==> config.mk <==
export PLATFORM = sky130hd
export DESIGN_NAME = mem_sync_pipe_flat
export DESIGN_NICKNAME = d
export VERILOG_FILES = /design/src/rtl/mem_sync_pipe_if.sv /design/src/rtl/mem_sync_pipe.sv /design/src/flat_wrapper.sv
export SDC_FILE = /design/constraint.sdc
export NUM_CORES = 1
export LEC_CHECK = 0
export ABC_CLOCK_PERIOD_IN_PS = 2700
export CAP_MARGIN = 10
export CORE_UTILIZATION = 60
export DETAILED_ROUTE_END_ITERATION = 10
export PLACE_DENSITY_LB_ADDON = 0.08
export SETUP_SLACK_MARGIN = 0.15
export SLEW_MARGIN = 20
export SYNTH_ARGS = -nofsm -noshare
export SYNTH_HDL_FRONTEND = slang
export SYNTH_SLANG_ARGS = --single-unit
==> constraint.sdc <==
create_clock -name clk -period 2.7 [get_ports clk]
set_input_delay 0.405 -clock clk [delete_from_list [all_inputs] [get_ports clk]]
set_output_delay 0.405 -clock clk [all_outputs]
set_load 0.05 [all_outputs]
==> src/rtl/mem_sync_pipe_if.sv <==
// Request/response bus between the lab bench and mem_sync_pipe.
// Requests are sampled on the rising clock edge; responses are registered.
interface mem_sync_pipe_if #(
  parameter int unsigned DW = 8,
  parameter int unsigned AW = 5
);
  logic          read;
  logic          write;
  logic [AW-1:0] addr;
  logic [DW-1:0] data_in;
  logic          ready;
  logic [DW-1:0] data_out;
  logic          data_valid;
  logic          error;

  modport master (
    output read, write, addr, data_in,
    input  ready, data_out, data_valid, error
  );

  modport slave (
    input  read, write, addr, data_in,
    output ready, data_out, data_valid, error
  );
endinterface

==> src/rtl/mem_sync_pipe.sv <==
// Single-port synchronous memory with post-reset clear, pipelined reads
// of configurable latency, and a one-cycle error strobe for illegal requests.
module mem_sync_pipe #(
  parameter int unsigned   DW         = 8,
  parameter int unsigned   DEPTH      = 32,
  parameter int unsigned   RD_LAT     = 1,
  parameter logic [DW-1:0] INIT_VALUE = '0
) (
  input  logic           clk,
  input  logic           reset,
  mem_sync_pipe_if.slave bus
);
  localparam int unsigned AW = (DEPTH > 1) ? $clog2(DEPTH) : 1;
  localparam int unsigned PW = AW + 1;

  typedef enum logic {CLEAR, RUN} state_t;

  state_t        state;
  logic [AW-1:0] clr_ptr;
  logic          ready_q;
  logic          error_q;
  logic [DW-1:0] mem [DEPTH];
  logic [RD_LAT-1:0] pv;
  logic [DW-1:0] pd [RD_LAT];

  logic addr_bad_c;
  logic illegal_c;
  logic rd_ok_c;
  logic wr_ok_c;

  // Request legality; ready_q gates everything until the clear has finished
  always_comb begin
    addr_bad_c = {1'b0, bus.addr} >= PW'(DEPTH);
    illegal_c  = (bus.read | bus.write) &
                 (~ready_q | (bus.read & bus.write) | addr_bad_c);
    rd_ok_c    = bus.read  & ~bus.write & ready_q & ~addr_bad_c;
    wr_ok_c    = bus.write & ~bus.read  & ready_q & ~addr_bad_c;
  end

  // Clear FSM, ready and error strobe
  always_ff @(posedge clk) begin
    if (reset) begin
      state   <= CLEAR;
      clr_ptr <= '0;
      ready_q <= 1'b0;
      error_q <= 1'b0;
    end else begin
      error_q <= illegal_c;
      case (state)
        CLEAR: begin
          clr_ptr <= clr_ptr + AW'(1);
          if (clr_ptr == AW'(DEPTH - 1)) begin
            state   <= RUN;
            ready_q <= 1'b1;
          end
        end
        RUN:     ready_q <= 1'b1;
        default: state   <= CLEAR;
      endcase
    end
  end

  // Storage: clear writes and user writes are exclusive since ready_q=0 in CLEAR
  always_ff @(posedge clk) begin
    if (!reset) begin
      if (state == CLEAR) begin
        mem[clr_ptr] <= INIT_VALUE;
      end else if (wr_ok_c) begin
        mem[bus.addr] <= bus.data_in;
      end
    end
  end

  // Read pipeline: data captured at issue; each stage loads only on a valid
  // beat so the last stage holds the most recent read data between strobes.
  always_ff @(posedge clk) begin
    if (reset) begin
      pv <= '0;
      for (int i = 0; i < RD_LAT; i++) begin
        pd[i] <= '0;
      end
    end else begin
      pv[0] <= rd_ok_c;
      if (rd_ok_c) begin
        pd[0] <= mem[bus.addr];
      end
      for (int i = 1; i < RD_LAT; i++) begin
        pv[i] <= pv[i-1];
        if (pv[i-1]) begin
          pd[i] <= pd[i-1];
        end
      end
    end
  end

  assign bus.ready      = ready_q;
  assign bus.error      = error_q;
  assign bus.data_valid = pv[RD_LAT-1];
  assign bus.data_out   = pd[RD_LAT-1];
endmodule
==> src/flat_wrapper.sv <==
// flat-port wrapper written by rule: the top's interface ports become plain ports
module mem_sync_pipe_flat 
#(
  parameter int unsigned   DW         = 8,
  parameter int unsigned   DEPTH      = 32,
  parameter int unsigned   RD_LAT     = 1,
  parameter logic [DW-1:0] INIT_VALUE = '0
)
  (clk, reset, bus_read, bus_write, bus_addr, bus_data_in, bus_ready, bus_data_out, bus_data_valid, bus_error);
  mem_sync_pipe_if #(.DW(DW)) bus_i ();
  input  logic clk;
  input  logic reset;
  input wire logic [$bits(bus_i.read)-1:0] bus_read;
  input wire logic [$bits(bus_i.write)-1:0] bus_write;
  input wire logic [$bits(bus_i.addr)-1:0] bus_addr;
  input wire logic [$bits(bus_i.data_in)-1:0] bus_data_in;
  output wire logic [$bits(bus_i.ready)-1:0] bus_ready;
  output wire logic [$bits(bus_i.data_out)-1:0] bus_data_out;
  output wire logic [$bits(bus_i.data_valid)-1:0] bus_data_valid;
  output wire logic [$bits(bus_i.error)-1:0] bus_error;
  assign bus_i.read = bus_read;
  assign bus_i.write = bus_write;
  assign bus_i.addr = bus_addr;
  assign bus_i.data_in = bus_data_in;
  assign bus_ready = bus_i.ready;
  assign bus_data_out = bus_i.data_out;
  assign bus_data_valid = bus_i.data_valid;
  assign bus_error = bus_i.error;
  mem_sync_pipe #(.DW(DW), .DEPTH(DEPTH), .RD_LAT(RD_LAT), .INIT_VALUE(INIT_VALUE)) u_core (.clk(clk), .reset(reset), .bus(bus_i));
endmodule
# After elaboration in Yosys (flattened, before gate mapping)
# Memories as Yosys holds them, arrays and structs flattened.
# Cells that the tools add are included.
[op_classes]
n_addsub = 1
n_mul = 0
div = 0
n_lt_le_gt_ge = 0
eq_ne = 2
n_shift = 0
mux = 21
bitwise = 12
reduce_logical = 2
[ops]
columns = ["operator", "count"]
rows = [
  ["1-bit two-way mux", 17],
  ["8-bit two-way mux", 2],
  ["8-bit OR reduction", 2],
  ["1-bit AND", 6],
  ["5-bit by 1-bit adder with 5-bit output, second input constant", 1],
  ["5-bit equality test, second input constant", 1],
  ["5-bit two-way mux", 1],
  ["1-bit inverter", 4],
  ["2-bit by 1-bit != test with 1-bit output, second input constant", 1],
  ["1-bit OR", 2],
  ["1-bit one-hot mux with 2 select lines", 1],
]
[totals]
reg_bits = 9
latchBits = 0
mem_bits_rw = 264
mem_bits_ro = 0
in_bits = 17
output_inout_bits = 11
elab_cells = 45
mem_count = 2
[memory_table]
columns = ["name", "words", "width", "read_ports", "rd_clocked_by_memory_dff", "write_ports", "line_no", "text"]
rows = [
  ["u_core.mem", 32, 8, 1, 0, 1, "mem_sync_pipe.sv:22", "logic [DW-1:0] mem [DEPTH];"],
  ["u_core.pd", 1, 8, 1, 0, 1, "mem_sync_pipe.sv:24", "logic [DW-1:0] pd [RD_LAT];"],
]

# Depth between registers and ports, before layout
# Gate-level depths: netlist of the first run.
[logic_depth]
depth_word = 9
ltp_mapped = 8
mapped_depth_nobuf = 5

# Worst setup path before layout of the first run
# OpenSTA, ideal clock, no wires.
[synth_path]
kind = "reg-to-reg"
start = "reg u_core.ready_q (netlist: u_core.bus.ready)"
end = "mem u_core.mem[25][0], enable pin"
setup_time_ns = 0.370
arrival_time_ns = 2.012
required_time_ns = 2.330
path_slack_ns = 0.318
path_stages_with_launch = 6
path_buffers = 1
synth_period_minus_slack_ns = 2.382
cell_sequence = "dfxtp_1 -> nand2b_1 -> nor3_1 -> buf_2 -> mux2_2 -> nor2_1"
[synth_via]
elab_chain_len = 7
word_cells_on_any_way = 8
cone_classes = "6 x mux; 1 x bitwise; 1 x reduce/logical"
[synth_rtl]
columns = ["element", "line_no", "text"]
rows = [
  ["from (decl)", "mem_sync_pipe.sv:20", "logic ready_q;"],
  ["from (signal assigned)", "mem_sync_pipe.sv:45", "ready_q <= 1'b0;"],
  ["from (signal assigned)", "mem_sync_pipe.sv:54", "ready_q <= 1'b1;"],
  ["from (signal assigned)", "mem_sync_pipe.sv:57", "RUN: ready_q <= 1'b1;"],
  ["1-bit AND (*)", "mem_sync_pipe.sv:37", "wr_ok_c = bus.write & ~bus.read & ready_q & ~addr_bad_c;"],
  ["1-bit two-way mux (*)", "mem_sync_pipe.sv:68", "end else if (wr_ok_c) begin"],
  ["1-bit two-way mux (*)", "mem_sync_pipe.sv:66", "if (state == CLEAR) begin"],
  ["1-bit two-way mux (*)", "mem_sync_pipe.sv:65", "if (!reset) begin"],
  ["1-bit two-way mux (not written as such) (*)", "mem_sync_pipe.sv:69", "mem[bus.addr] <= bus.data_in;"],
  ["8-bit OR reduction (no line)", "n/a", ""],
  ["5-bit two-way mux (no line) / 1-bit two-way mux (equally long branches)", "n/a", ""],
  ["to (decl)", "mem_sync_pipe.sv:22", ""],
]
# Every way passes the cells marked *; elsewhere a longest branch is shown, timed or not.

# Worst setup path in the final report of the first run
[layout_path]
start = "reg u_core.state"
end = "mem u_core.mem[19][0], enable pin"
[layout_via]
elab_chain_len = 5
word_cells_on_any_way = 9
cone_classes = "8 x mux; 1 x reduce/logical"
[layout_rtl]
columns = ["element", "line_no", "text"]
rows = [
  ["from (decl)", "mem_sync_pipe.sv:18", "state_t state;"],
  ["from (signal assigned)", "mem_sync_pipe.sv:43", "state <= CLEAR;"],
  ["from (signal assigned)", "mem_sync_pipe.sv:53", "state <= RUN;"],
  ["from (signal assigned)", "mem_sync_pipe.sv:58", "default: state <= CLEAR;"],
  ["1-bit two-way mux", "mem_sync_pipe.sv:66", ""],
  ["1-bit two-way mux", "mem_sync_pipe.sv:65", ""],
  ["1-bit two-way mux (not written as such)", "mem_sync_pipe.sv:69", ""],
  ["8-bit OR reduction (no line)", "n/a", ""],
  ["5-bit two-way mux (no line) / 1-bit two-way mux (equally long branches)", "n/a", ""],
]
# Parallel ways exist; a longest one is shown, timed or not.

==> run summary, run 1 <==
The insertion delay to the later sink of the worst-skew pair came out at roughly 0.52 ns. VDD sags by at most ~450 uV. In this run the tightest slew margin relative to its limit is roughly 46%. The proportion of synthesized flip-flops having asynchronous set or reset is 0%. For this configuration, the core starts out at a cell density of between 60 and 70%. The area overhead of the layout relative to synthesis is 15.52%.

For this run, the leading register cell type out of synthesis is edfxtp_1. The total nets after synthesis is ~570. The y dimension of the die came out at about 140 um. The count of nets left with antenna violations once routing finished came out at 0. The sum of net half-perimeters after detailed placement came out at about 14000 um. The final setup violation count came out at 0.

The clock passes through at most 3 buffers. TritonCTS built the clock tree. In this run the worst setup path begins at u_core.state$_SDFF_PP0_. The critical path ends at u_core.mem[19][0]$_DFFE_PP_. The number of placed instances with taps included came out at 839. In this run, post-CTS hold repair placed 0 buffers.

The number of antenna violations at the first check in global routing came to 0. Setup repair after global routing left no endpoint under its margin. The detailed-route via count came out at ~5500. The setup check on the worst reg-to-reg path leaves a slack of a little over 0.4 ns. Setup total negative slack on the finished layout was measured at 0 ns.

The violation count after the first detailed-routing iteration came out at between 400 and 500. The fraction of layout cells with a size suffix above 1 is 21.22%. The kind of start point of the critical path is a flip-flop.

The final clock skew is 0.008523 ns. The launch point of the worst reg-to-reg path is u_core.state$_SDFF_PP0_. The flip-flop and latch count after synthesis came out at approximately 270. The instance count along the most critical hold path came out at 3. The number of different library cells in the post-synthesis netlist is 44.

At the pin with the least slew margin, the transition time is approximately 0.80 ns. The count of endpoints failing hold in the final timing report came to 0. The final layout net count came out at between 600 and 700. The H-tree depth came out at 1. The post-synthesis cell type with the largest combined area is edfxtp_1. Synthesis produced about 550 cells.

The final weighted congestion of routability-driven global placement is 0.8172. The share of synthesized area in the top cell type comes to 71.57%. The placeable core region came out at 18020 um^2. Dividing the detail-routed wire length by the instance count gives 25.08 um. Summing the sequential cell areas from Yosys gives 73.20% of the chip area.

STA puts the critical path data required time at 2.84 ns. The horizontal die dimension came out at between 100 and 150 um. In this run, CTS created clock tree buffers numbering 26. The minimum setup slack after placement came out at about 0.018 ns. After synthesis, the most frequently instantiated cells are 264 x edfxtp_1, 44 x nor2_1, 38 x mux2i_1, 32 x mux4_1, 24 x mux4_2. The highest achievable clock rate came out at 437.7 MHz. The clock transition at the registers of the reported paths is ~0.060 ns. The number of remaining DRC errors came out at 0. The clock net in this run drives a total of between 200 and 300 sinks.

The critical path is of the reg -> reg type. The library cell used as clock root buffer is clkbuf_16. The worst-case setup margin in the final layout came out at between 0.4 and 0.5 ns.

The number of synthesized flops with an enable pin is approximately 260. The worst register-to-register path ends at u_core.mem[19][0]$_DFFE_PP_. The antenna diode count is 0. 28 I/O pins were placed. The via-per-instance ratio came out at between 6 and 7. The most frequent cell after synthesis is edfxtp_1. Each instance of the synthesized netlist takes up on average roughly 20 um^2.

The smallest clock period supported by the final layout is computed as between 2 and 2.5 ns. The number of global-route vias before repair was around 5500. The worst reg2reg path depth came out at 5. The largest fanout of any net on the critical path is 12. The total grt overflow is 0. The max-slew violation count is 0.

The number of standard cells in the final layout excluding fillers is 884. The static power due to leakage is 3.767 nW. After floorplanning, the core was divided into 49 placement rows. The power density of the placed cells is 681.3 nW/um^2. The run finished with clean final reports.

The first global-routing pass estimated roughly 33000 um of wire. Entering global routing, the biggest net connects 33 pins. Port buffering added 27 buffers. The wire length after detailed routing is ~22000 um. During synthesis, Yosys emitted a total of 0 warnings.

The post-CTS setup buffer count came out at 0. Ranked by total cell area, the synthesized netlist is headed by edfxtp_1 72%, mux4_1 7.6%, mux4_2 4.9%, mux2i_1 3.4%, dfxtp_1 1.6%. In the finished design, the share of the clock period the worst path needs comes to a little over four fifths. The number of detailed-routing iterations run before antenna repair came out at 5.

The synthesized netlist occupies a cell area of approximately 11000 um^2. The min-delay analysis places its worst path in the category in -> reg. The post-cts gate resize count is 0. The endpoint class of the critical path is a flip-flop. The die area is between 15000 and 20000 um^2. Max-cap violations in this run came to 0.

The overall fraction of global-route tracks in use came out at 24.52%. The arrival time of the worst setup path is 2.43 ns.
-- cells by family after synthesis --
group / count (synthesis) / share of synthesized area [%]
simple gates: 90 / 3.942
buf+inv: 36 / 2.880
compound gates: 45 / 3.208
flops: 273 / 73.20
fa+ha+maj: 2 / 0.2259
xor+xnor: 3 / 0.2373
mux: 98 / 16.31
-- state kept, by name, summed over array words and instances (netlist names) --
register	count
u_core.mem	256
u_core.pd	8
u_core.clr_ptr	5
u_core.bus.data_valid	1
u_core.bus.error	1
u_core.bus.ready	1
u_core.state	1
-- power by group --
group,switching (mW),internal (mW)
Clock,1.46,2.28
Sequential,0.0156,4.62
Combinational,0.195,0.153
-- layer usage --
| layer | global-route usage (%) | vias to the layer above | share of wire (%) |
|---|---|---|---|
| met5 | 0 | - | 0 |
| met1 | 35.88 | 2821 | 44 |
| li1 | - | 2441 | - |
| met2 | 38.89 | 197 | 47 |
| met3 | 2.997 | 39 | 6.1 |
| met4 | 8.092 | 0 | 2.8 |
-- area by class of cell --
| class | count | area [um^2] |
|---|---|---|
| Multi-Input combinational cell | 238 | 2655 |
| Sequential cell | 273 | 8108 |
| Clock inverter | 16 | 197.7 |
| Fill cell | 1147 | 5229 |
| Inverter | 4 | 20.02 |
| Clock buffer | 29 | 683.2 |
| Timing Repair Buffer | 95 | 845.8 |
| Tap cell | 229 | 286.5 |
-- worst max-delay path, stage by stage, from the launching register on --
cell	delay (ns)
dfxtp_1	0.55
nand2_1	0.12
nor3_2	0.29
buf_12	0.19
a32oi_1	0.15
nor2_1	0.61
-- through the flow --
stage	utilization (%)	power (mW)	cell area (um^2)	hold slack (ns)
2_1_floorplan	-	4.956	11080	0.5292
3_3_place_gp	66.10	5.061	11920	0.5433
3_5_place_dp	66.10	5.068	11920	0.5757
4_1_cts	70.99	8.752	12800	0.5284
5_1_grt	70.99	8.923	12800	0.5623
6_report	70.99	8.718	12800	0.5441
-- worst min-delay path by stage --
stage / startpoint / end / slack (ns)
2_1_floorplan: u_core.clr_ptr[1]$_SDFFE_PP0N_ / u_core.clr_ptr[1]$_SDFFE_PP0N_ / 0.53
3_3_place_gp: u_core.clr_ptr[1]$_SDFFE_PP0N_ / u_core.clr_ptr[1]$_SDFFE_PP0N_ / 0.54
3_5_place_dp: u_core.bus.ready$_SDFFE_PP0P_ / u_core.bus.ready$_SDFFE_PP0P_ / 0.58
4_1_cts: bus_write / u_core.bus.error$_SDFF_PP0_ / 0.53
5_1_grt: bus_write / u_core.bus.error$_SDFF_PP0_ / 0.56
6_report: bus_write / u_core.bus.error$_SDFF_PP0_ / 0.54
-- layout by cell type (no fill, tap or decap), types with 2 or more instances in the layout --
cell,count
edfxtp_1,264
xor2_1,2
a22oi_1,9
clkinv_2,2
mux4_1,32
clkinv_1,8
nor3b_1,4
buf_12,6
nor2_1,44
mux2_2,4
ha_1,2
and2_1,9
a221o_1,8
mux4_2,24
buf_4,62
buf_2,2
a221oi_1,5
clkbuf_16,27
clkbuf_1,2
nand3b_1,3
bufinv_16,5
mux2i_1,38
o2111ai_1,3
o21ai_1,5
nand3_1,2
inv_1,3
a31oi_1,8
nor3_1,3
dfxtp_1,9
clkdlybuf4s50_1,25
nand2_1,12
nor2b_1,5
nand2b_1,2
(Power assumes the default switching activity.)
==> run 2: changes to the inputs <==
- ABC_CLOCK_PERIOD_IN_PS: 2700 -> 2400
- clock period: 2.7 -> 2.4 ns (I/O delays scaled with it)
==> run 2 against run 1 <==
Hold slack improved by 0.029 ns. Clock-buffer cell count rose by 9. Non-clock buffer count rose by 10. Routed wire length rose by 3.3%. Total power rose by 12%. Utilization rose by 0.60 points. Fmax rose by 6.7%. Clock skew rose by 0.0027 ns. Clock power rose by 11%. Register-to-register slack got worse by 0.16 ns. Largest cell class unchanged.
==> run summary, run 2 (same netlist as run 1, synthesis figures left out) <==
The number of antenna violations at the first check in global routing is 0. The library cell used as clock root buffer is clkbuf_16. The number of placed instances with taps included is around 850. Buffers inserted during clock tree synthesis total 27. During placement, the flow inserted port buffers numbering 27. The endpoint identified for the worst register-to-register timing path is u_core.mem[12][4]$_DFFE_PP_. The register with the most flip-flops in the layout has 256 of them. Cells fill a little under three quarters of the core in the end. The H-tree depth is 1. The part of the cycle the worst path needs came out at roughly nine tenths.

The worst setup path is captured at a flip-flop. The count of pins on the block boundary came out at 28. The insertion delay to the later sink of the worst-skew pair came out at about 0.53 ns. The largest registers in the layout are u_core.mem x256, u_core.pd x8, u_core.clr_ptr x5. The total net switching power came out at approximately 1.9 mW. Summed over all layers, the global routing overflow is 0. The number of remaining DRC errors is 0. The slew at the pin with the worst max-slew slack came out at between 0.6 and 0.7 ns.

The highest achievable clock rate came out at roughly 470 MHz. STA classifies the critical path startpoint as a flip-flop. In this run the critical register-to-register path is launched from u_core.state$_SDFF_PP0_. The worst hold path begins at reset. The clock transition at the registers of the reported paths is 0.06 ns. The die is roughly 140 um tall. The power density of the placed cells came out at around 760 nW/um^2. For this block, the initial DRC count from the detailed router was ~380. The minimum setup slack after placement is -0.3892 ns. The count of endpoints failing hold in the final timing report is 0. The horizontal die dimension is approximately 140 um. The antenna diode count came out at 0. Counting flops per register, the top entry is u_core.mem. The maximum number of buffers from clock root to sink is 3. The detail route stage leaves a number of antenna-violating nets equal to 0.

The internal power component came out at a little under 8 mW. The final layout net count came out at 668. The placeable core region came out at between 15000 and 20000 um^2.

The area overhead of the layout relative to synthesis is 16.50%. After routing the design area is approximately 13000 um^2. The clock network power share came out at a little over two fifths. The most critical setup path has its startpoint at u_core.state$_SDFF_PP0_.

TritonCTS built the clock tree. The die covers roughly 19000 um^2. The starting density of the core is 61.45%. After detailed routing, the average wire length per cell comes to 25.52 um.

The max-slew violation count is 0. The worst-case setup margin in the final layout came out at 0.2597 ns. The critical path is of the reg -> reg type. Counting cells, the worst reg-to-reg path comes to 8. The worst path in the final design needs a cycle of 2.140 ns, including I/O delays and setup.

Setup repair after global routing left no endpoint under its margin. The wire length after detailed routing is 22900 um. The setup check on the worst reg-to-reg path leaves a slack of 0.26 ns.

The run finished with clean final reports. In the layout the commonest cells are 264 x edfxtp_1, 70 x buf_4, 38 x mux2i_1, 38 x nor2_1, 32 x mux4_1. The final clock skew came out at ~0.011 ns. The overall fraction of global-route tracks in use is 25.53%. The fraction of power consumed by combinational cells came out at under 10%. Of all nets on the critical path, the largest fanout is 8.

The number of standard cells in the final layout excluding fillers is between 800 and 900. The share of total power in sequential cells came out at between 50 and 60%. The final setup violation count is 0.

For this design, the CTS-stage hold fixing added 0 buffers. The fraction of layout cells with a size suffix above 1 came out at a little under a quarter. The critical path data required time came out at 2.63 ns. The sum of net half-perimeters after detailed placement is between 10000 and 15000 um. The capturing instance or port of the critical path is u_core.mem[12][4]$_DFFE_PP_.

The switching portion of total power is between 10% and 20%. The detailed-route via count came out at between 5000 and 6000. The static power due to leakage is approximately 3.8 nW. The library cell used most frequently in the layout, excluding fill and tap cells, is edfxtp_1. The cell area reported after detailed placement came out at roughly 12000 um^2.

The via-per-instance ratio is 6.252. Entering global routing, the biggest net connects 33 pins. The wire length of the first global-routing pass came out at between 30000 and 40000 um.

The count of standard-cell rows is between 40 and 50. The path class of the tightest hold or removal check is in -> reg. The number of violations of the max-capacitance limit is 0.

The peak ir drop on the vdd network came out at approximately 640 uV. The number of detailed-routing iterations run before antenna repair is 5. Data arrives at the worst endpoint at ~2.4 ns. The number of global-route vias before repair came out at between 5000 and 6000. The final sum of negative setup slack came out at 0 ns. The relative slew slack came out at about 57%. The clock net in this run drives a total of between 200 and 300 sinks. The final weighted congestion of routability-driven global placement came out at 0.8119.
## run 2: changes by cell type in the layout (fill, tap and decap cells not counted)
cell / previous run / this run
clkbuf_8: 0 / 3
clkbuf_1: 2 / 8
clkinv_1: 8 / 4
dfxtp_1: 9 / 8
clkinv_2: 2 / 3
buf_12: 6 / 8
clkinvlp_4: 1 / 0
nor3_2: 1 / 0
nor2_2: 1 / 7
nor3_4: 0 / 1
dfxtp_2: 0 / 1
nor2_1: 44 / 38
buf_4: 62 / 70
bufinv_16: 5 / 3
## run 2: worst min-delay path by stage
stage                                     end  slack, ns  cells after the start
6_report       u_core.clr_ptr[0]$_SDFFE_PP0N_       0.57                      3
5_1_grt        u_core.clr_ptr[3]$_SDFFE_PP0N_       0.58                      3
4_1_cts        u_core.clr_ptr[0]$_SDFFE_PP0N_       0.56                      3
3_5_place_dp      u_core.bus.error$_SDFF_PP0_       0.59                      2
3_3_place_gp   u_core.clr_ptr[1]$_SDFFE_PP0N_       0.54                      2
2_1_floorplan     u_core.bus.error$_SDFF_PP0_       0.50                      2
## run 2: timing repair
item | CTS | global route
pin swaps | 0 | 1
gates resized for setup | 2 | 5
setup endpoints to repair | 16 | 126
endpoints found under the hold margin | 0 | 0
buffers inserted | 0 | 0
## run 2: cell type report
class / count / area, um^2
Clock inverter: 10 / 120.1
Inverter: 4 / 20.02
Sequential cell: 273 / 8109
Clock buffer: 38 / 747.0
Tap cell: 229 / 286.5
Multi-Input combinational cell: 238 / 2676
Fill cell: 1121 / 5120
Timing Repair Buffer: 105 / 945.9
## run 2: critical path, stage by stage, from the launching register on
cell and delay [ns]:
dfxtp_1 0.36, nand2_1 0.11, nor3_4 0.25, buf_4 0.18, buf_4 0.14, buf_4 0.13, mux2_2 0.37, nor2_1 0.12
buf_4 0.19
## run 2: metrics by stage
stage          power, mW  hold slack (ns)
2_1_floorplan      5.576           0.5005
3_3_place_gp       5.711           0.5433
3_5_place_dp       5.720           0.5864
4_1_cts            9.811           0.5599
5_1_grt            10.00           0.5793
6_report           9.759           0.5728
## run 2: layer usage
layer	vias up	part of all wire, %	global-route usage, %
met5	-	0	0
met4	0	2.5	7.609
met3	44	5.4	3.399
met2	207	49	40.78
met1	2884	43	37.25
li1	2473	-	-
## run 2: power groups by stage
stage	logic, mW	registers (mW)	clock network [mW]
2_1_floorplan	0.251	5.32	0
3_3_place_gp	0.401	5.31	0
3_5_place_dp	0.408	5.31	0
4_1_cts	0.411	5.21	4.19
5_1_grt	0.435	5.21	4.36
6_report	0.411	5.21	4.14
